## config.mk

```make
export PLATFORM = sky130hd
export DESIGN_NAME = digit_scan_ctrl
export DESIGN_NICKNAME = d
export VERILOG_FILES = /design/src/rtl/scan_pkg.sv /design/src/rtl/scan_next_sel.sv /design/src/rtl/digit_scan_ctrl.sv
export SDC_FILE = /design/constraint.sdc
export NUM_CORES = 1
export LEC_CHECK = 0
export ABC_AREA = 0
export BUFFER_PORTS_ARGS = -buffer_cell sky130_fd_sc_hd__buf_2
export CAP_MARGIN = 5
export CORE_MARGIN = 5
export CORE_UTILIZATION = 61
export CTS_CLUSTER_SIZE = 12
export DETAILED_ROUTE_END_ITERATION = 12
export GPL_TIMING_DRIVEN = 0
export PLACE_DENSITY_LB_ADDON = 0.3
export SLEW_MARGIN = 5
export SYNTH_ARGS = -nofsm -noshare
export SYNTH_HDL_FRONTEND = slang
export SYNTH_SLANG_ARGS = --single-unit
```

## constraint.sdc

```tcl
create_clock -name clk -period 3.5 [get_ports clk]
set_clock_uncertainty 0.2 [all_clocks]
set_input_delay 0.35 -clock clk [delete_from_list [all_inputs] [get_ports clk]]
set_output_delay 0.35 -clock clk [all_outputs]
set_load 0.02 [all_outputs]
```

## src/rtl/scan_pkg.sv

```systemverilog
// scan_pkg: shared state encodings, sizes and helpers for the digit scanner.
// Imported by digit_scan_ctrl and scan_next_sel.
package scan_pkg;

    localparam int NUM_DIGITS = 4;
    localparam int SEL_W      = 2;

    typedef enum logic [1:0] {
        ST_IDLE  = 2'd0,
        ST_SCAN  = 2'd1,
        ST_BLANK = 2'd2
    } state_t;

    function automatic logic [SEL_W-1:0] lowest_set(
        input logic [NUM_DIGITS-1:0] mask
    );
        lowest_set = '0;
        for (int i = NUM_DIGITS - 1; i >= 0; i--) begin
            if (mask[i]) lowest_set = SEL_W'(i);
        end
    endfunction

endpackage

```

## src/rtl/scan_next_sel.sv

```systemverilog
// scan_next_sel: next enabled digit after sel, searching cyclically.
// Falls back to sel+1 when the mask is empty.
module scan_next_sel
    import scan_pkg::*;
(
    input  logic [SEL_W-1:0]      sel,
    input  logic [NUM_DIGITS-1:0] digit_mask,
    output logic [SEL_W-1:0]      next_sel
);

    logic [SEL_W-1:0] idx;

    // Walk offsets from farthest to nearest so the nearest hit wins.
    always_comb begin
        next_sel = sel + SEL_W'(1);
        idx      = '0;
        for (int k = NUM_DIGITS - 1; k >= 0; k--) begin
            idx = sel + SEL_W'(k + 1);
            if (digit_mask[idx]) next_sel = idx;
        end
    end

endmodule

```

## src/rtl/digit_scan_ctrl.sv

```systemverilog
// digit_scan_ctrl: rotating select/enable sequencer for a 2:4 decoder.
// Define SCAN_BLANK_EN to insert BLANK_CYCLES of blanking after each slot.
module digit_scan_ctrl
    import scan_pkg::*;
#(
    parameter int PRESCALE     = 50000,
    parameter int BLANK_CYCLES = 8
) (
    input  logic       clk,
    input  logic       rst,
    input  logic       run,
    input  logic [3:0] digit_mask,
    output logic [1:0] sel,
    output logic       en,
    output logic       tick,
    output logic       busy
);

    localparam int CW = (PRESCALE > 1) ? $clog2(PRESCALE) : 1;
    localparam logic [CW-1:0] CNT_LAST = CW'(PRESCALE - 1);

    if (PRESCALE < 2) begin : g_bad_prescale
        $error("PRESCALE must be at least 2");
    end
    if (BLANK_CYCLES < 1) begin : g_bad_blank
        $error("BLANK_CYCLES must be at least 1");
    end

    state_t           state;
    logic [CW-1:0]    cnt;
    logic [SEL_W-1:0] nsel;

`ifdef SCAN_BLANK_EN
    localparam int BW = (BLANK_CYCLES > 1) ? $clog2(BLANK_CYCLES) : 1;
    localparam logic [BW-1:0] BLANK_LAST = BW'(BLANK_CYCLES - 1);
    logic [BW-1:0] bcnt;
`endif

    scan_next_sel u_next (
        .sel        (sel),
        .digit_mask (digit_mask),
        .next_sel   (nsel)
    );

    // run=0 outranks the slot end, so a stop never advances sel.
    always_ff @(posedge clk) begin
        if (rst || !run) begin
            state <= ST_IDLE;
            sel   <= '0;
            cnt   <= '0;
`ifdef SCAN_BLANK_EN
            bcnt  <= '0;
`endif
        end else begin
            unique case (state)
                ST_IDLE: begin
                    state <= ST_SCAN;
                    sel   <= lowest_set(digit_mask);
                    cnt   <= '0;
                end
                ST_SCAN: begin
                    if (cnt == CNT_LAST) begin
                        cnt <= '0;
                        sel <= nsel;
`ifdef SCAN_BLANK_EN
                        state <= ST_BLANK;
                        bcnt  <= '0;
`endif
                    end else begin
                        cnt <= cnt + CW'(1);
                    end
                end
`ifdef SCAN_BLANK_EN
                ST_BLANK: begin
                    if (bcnt == BLANK_LAST) begin
                        state <= ST_SCAN;
                        cnt   <= '0;
                    end else begin
                        bcnt <= bcnt + BW'(1);
                    end
                end
`endif
                default: state <= ST_IDLE;
            endcase
        end
    end

    assign en   = (state == ST_SCAN) && digit_mask[sel];
    assign tick = (state == ST_SCAN) && (cnt == CNT_LAST);
    assign busy = (state != ST_IDLE);

endmodule

```

* Yosys cells after proc, flatten, opt, wreduce, memory -nomap -nowiden
Cells that the tools add are included.
** Cells by class
- $add $sub $neg :: 4
- $mul :: 0
- Div/mod/pow operators :: 0
- Magnitude comparators :: 4
- Eq/ne operators :: 4
- Shifts and indexed selects :: 0
- Mux-type cells :: 21
- Bitwise operators :: 0
- Reduce and logical (&&, ||, !) cells :: 8
** Operators by type and width (number)
- case mux 16 bit (2 select lines) :: 1
- 2-to-1 mux 2 bit :: 9
- adder 16 x 1 -> 16 bit, second input constant :: 1
- equality test 16 bit, second input constant :: 1
- 2-to-1 mux 16 bit :: 1
- less-than comparator 2 x 3 -> 1 bit, second input constant :: 4
- binary-select mux 1 bit (select 2 bit) :: 4
- case mux 2 bit (2 select lines) :: 2
- inequality test 5 bit, second input constant :: 1
- adder 2 bit, second input constant :: 2
- 2-to-1 mux 1 bit :: 4
- nonzero test 2 bit :: 2
- AND reduction 3 bit :: 1
- adder 2 x 1 -> 2 bit, second input constant :: 1
- equality test 2 x 1 -> 1 bit, second input constant :: 1
- logical AND 1 bit :: 2
- zero test 2 bit :: 1
- inequality test 2 x 1 -> 1 bit, second input constant :: 1
- zero test 1 bit :: 1
- logical OR 1 bit :: 1
** Word-level totals
- Bits in registers :: 20
- Latch bits :: 0
- RAM bits :: 0
- Memory bits (read-only) :: 0
- Memories :: 0

* Longest topological paths before layout
- Depth in word-level cells :: 8
- Gate-level depth with buffers :: 6

* Modules after synthesis
Synthesis repeated with hierarchy kept, for this count alone.
** Unflattened totals
- Cell total of the unflattened synthesis :: 123
- Area total of the unflattened synthesis :: 1017.2 um2
** By module, submodules not included
- digit_scan_ctrl :: instances 1, cells each 106, area each 910.9 um2, seq. area each 380.4 um2
- scan_next_sel :: instances 1, cells each 17, area each 106.4 um2, seq. area each 0.0 um2

* Worst setup path before layout
OpenSTA, ideal clock, no wires.
- Path kind :: flip-flop to output port
- Start point :: register sel[1]
- End point :: output en
- Arrival time :: 1351 ps
- Path slack :: 1599 ps
- Stages on the path, launching flop included :: 4
- Buffers on the path :: 1
- Cells stage by stage :: dfxtp_1 > buf_6 > mux4_2 > and2_1
** Between the ends
- Longest elaborated chain between the ends :: 3
** Ends and longest elaborated chain
- start, declared :: RTL line digit_scan_ctrl.sv:13 : output logic [1:0] sel,
- start signal, assigned :: RTL line digit_scan_ctrl.sv:58 : sel <= lowest_set(digit_mask);
- start signal, assigned :: RTL line digit_scan_ctrl.sv:64 : sel <= nsel;
- binary-select mux 1 bit (select 2 bit) :: RTL line digit_scan_ctrl.sv:88 : assign en = (state == ST_SCAN) && digit_mask[sel];
- 2-to-1 mux 1 bit (implied by the code) :: RTL line digit_scan_ctrl.sv:88
- logical AND 1 bit :: RTL line digit_scan_ctrl.sv:88
- end, declared :: RTL line digit_scan_ctrl.sv:14 : output logic en,
Every way passes these cells. The select of a mux whose other input is x is not followed.

* Worst setup path in the final report
Same ends and word-level chain as after synthesis.

==> out/results.txt <==
share of layout cells above drive strength 1: 16.3%
crit end category: output port
DRC: 0
Netlist cell types: 41
Post-Syn Instances: 129
worst hold path type: input pin to flop
RR Endpoint: cnt[6]
hold endpoint: sel[1]
Die W: 52.6 µm
Synth area leader: dfxtp_1
total of max-cap violations: 0
setup bufs post-CTS: 0
crit-path leading delay family: multiplexers
CP startpoint kind: flop
area post-placement: 0.00118 mm²
CP max FO: 10
first drt pass iteration count: 4
antenna violations before repair: 0
R2R cell count: 6
Bufs and invs on worst path: 2
Num CTS Buffers: 3
worst slew pin tran: 0.528 ns
die height: 52.6 µm
Final Hold Fails: 0
Worst R2R Start: cnt[0]
final WL: 2010 µm
Peak VDD IR: 283 µV
syn_nets: 137
flops & latches, synth: 19
Top Ports: 12
hold_sp: rst
worst hold stages: 3
clock-pin slew on the worst setup and hold paths: 0.09 ns
Cell Area, Synth: 0.00110 mm²
Mean Syn Cell Area: 8.56 µm²
H-tree Lvls: 1
Fin Setup TNS: 0 ns
share of the synthesized area in the top cell type: 34.4%
CP required: 2.95 ns
gpl congestion: 0.824
TritonCTS clock tree: yes
CP Cell Sequence: buf_6, mux4_2, and2_1, buf_2
min cycle time layout: 2.21 ns
asr flop ratio synth: 0%
clk buf depth: 2
DRT iter0 DRCs: 14
n_diodes: 0
Syn. warnings: 0
DPL Wire Length: 1510 µm
first-pass GRT wire length: 3710 µm
outcome: finished clean
pwr dens: 304 mW/mm²
fin crit share: 63.2%
PostCTS Resize Cnt: 0
CP max stage cell: mux4_2
Top FF cell, synth: dfxtp_1
number of enable flip-flop cells after synthesis: 0
RSZ-0062 raised after global routing: no
post-route design area: 0.00120 mm²
CP max stage delay: 0.49 ns
Fmax: 452 MHz
Leak: 0.437 nW
fin. max-slew vios: 0
vias in the first global route: 886
Routed Antenna Nets: 0
die area: 0.00276 mm²
Worst EP arrival: 1.66 ns
worst setup path category: flop to output port
GRT Overall Usage: 17.9%
ranking of synthesized cells by area: dfxtp_1 (34%), xor2_1 (5.5%), nor2_1 (5.4%)
WL/cell: 12.1 µm
total congestion overflow: 0
detailed-route via count: 951
final setup fails: 0
Rows: 15
R2R setup slack: 1.47 ns
Skew-Pair Late Insertion Delay: 0.29 ns
Hold Buf Count CTS: 0
Initial Util: 64.0%
IO buf count: 8
Final nets: 150
largest net degree at the start of global routing: 11
DR vias/cell: 5.73
register area share after synthesis: 34.4%
Core ar.: 0.00173 mm²
CTS Sinks: 19
synthesis-to-finish area growth: 8.83%
Rel. slew slack: 64.6%
clock root buffer master: clkbuf_4
-- worst max-delay path by stage --
stage,startpoint,end,slack [ns],cells past startpoint
2_1_floorplan,sel[1],en,1.60,3
3_3_place_gp,cnt[0],cnt[15],1.49,6
3_5_place_dp,cnt[0],cnt[13],1.49,6
4_1_cts,sel[1],en,1.26,4
5_1_grt,sel[1],en,1.19,4
6_report,sel[1],en,1.29,4
-- metal layers --
metal / part of all wire (%) / global-route usage [%] / vias to the layer above
met5: 0 / 0 / -
met4: 1.0 / 5.11 / 0
met3: 3.9 / 5.13 / 4
met2: 46 / 29.1 / 12
met1: 49 / 22.9 / 451
li1: - / - / 484
-- metrics by stage --
stage | hold WS (ns) | utilization, % | cells | setup slack (ns) | power, mW
4_1_cts | 0.125 | 69.6 | 166 | 1.26 | 0.370
2_1_floorplan | 0.213 | - | 129 | 1.60 | 0.255
3_3_place_gp | 0.221 | 68.1 | 162 | 1.49 | 0.262
6_report | 0.130 | 69.6 | 166 | 1.29 | 0.366
5_1_grt | 0.145 | 69.6 | 166 | 1.19 | 0.385
3_5_place_dp | 0.230 | 68.1 | 162 | 1.49 | 0.264
-- registers in the layout, summed over array words and instances (netlist names) --
name	cells
cnt	16
sel	2
state	1
-- cell usage after synthesis (3+ instances only) --
library cell,instances
or3_1,4
nand4_1,4
inv_1,6
nor2_1,16
a31oi_1,3
nand2b_1,3
dfxtp_1,19
nand3_1,7
a21oi_1,4
o21ai_0,7
xor2_1,7
xnor2_1,4
nand2_1,8
-- logic make-up after synthesis --
| group | count (synthesis) | share of synthesized area (%) |
|---|---|---|
| buffers and inverters | 13 | 7.70 |
| xor gates and xnor gates | 11 | 8.72 |
| muxes | 1 | 2.04 |
| and+or+nand+nor | 61 | 32.5 |
| AOI/OAI and AO/OA | 23 | 13.5 |
| DFF | 19 | 34.4 |
| adders and majority gates | 1 | 1.13 |
-- worst min-delay path, delay by kind of cell --
family | cells | cell delay [ns]
AO/OA/AOI/OAI | 1 | 0.04
buffers and inverters | 1 | 0.07
AND/OR/NAND/NOR | 1 | 0.11
-- cells in the final DEF (no fill, tap or decap), types with 3 or more instances in the layout --
cell,count
dfxtp_1,19
nor2_1,16
nand2_1,8
buf_2,8
nand3_1,7
o21ai_0,7
xor2_1,7
inv_1,6
nand4_1,4
or3_1,4
a21oi_1,4
xnor2_1,4
clkbuf_1,3
a31oi_1,3
nand2b_1,3
clkbuf_4,3
-- layout make-up --
cell class,count,area [µm²]
plain buffers,7,62.6
clock buffers,4,26.3
fillers,156,524
inverters,6,22.5
multi-input cells,97,639
flip-flops and latches,19,380
well taps,25,31.3
repair buffers,8,40.0
-- power by group --
| group | internal [mW] | switching (mW) | total (mW) |
|---|---|---|---|
| clock network | 0.0444 | 0.0623 | 0.107 |
| registers | 0.218 | 0.00125 | 0.219 |
| logic | 0.0185 | 0.0213 | 0.0398 |
(Power assumes the default switching activity.)
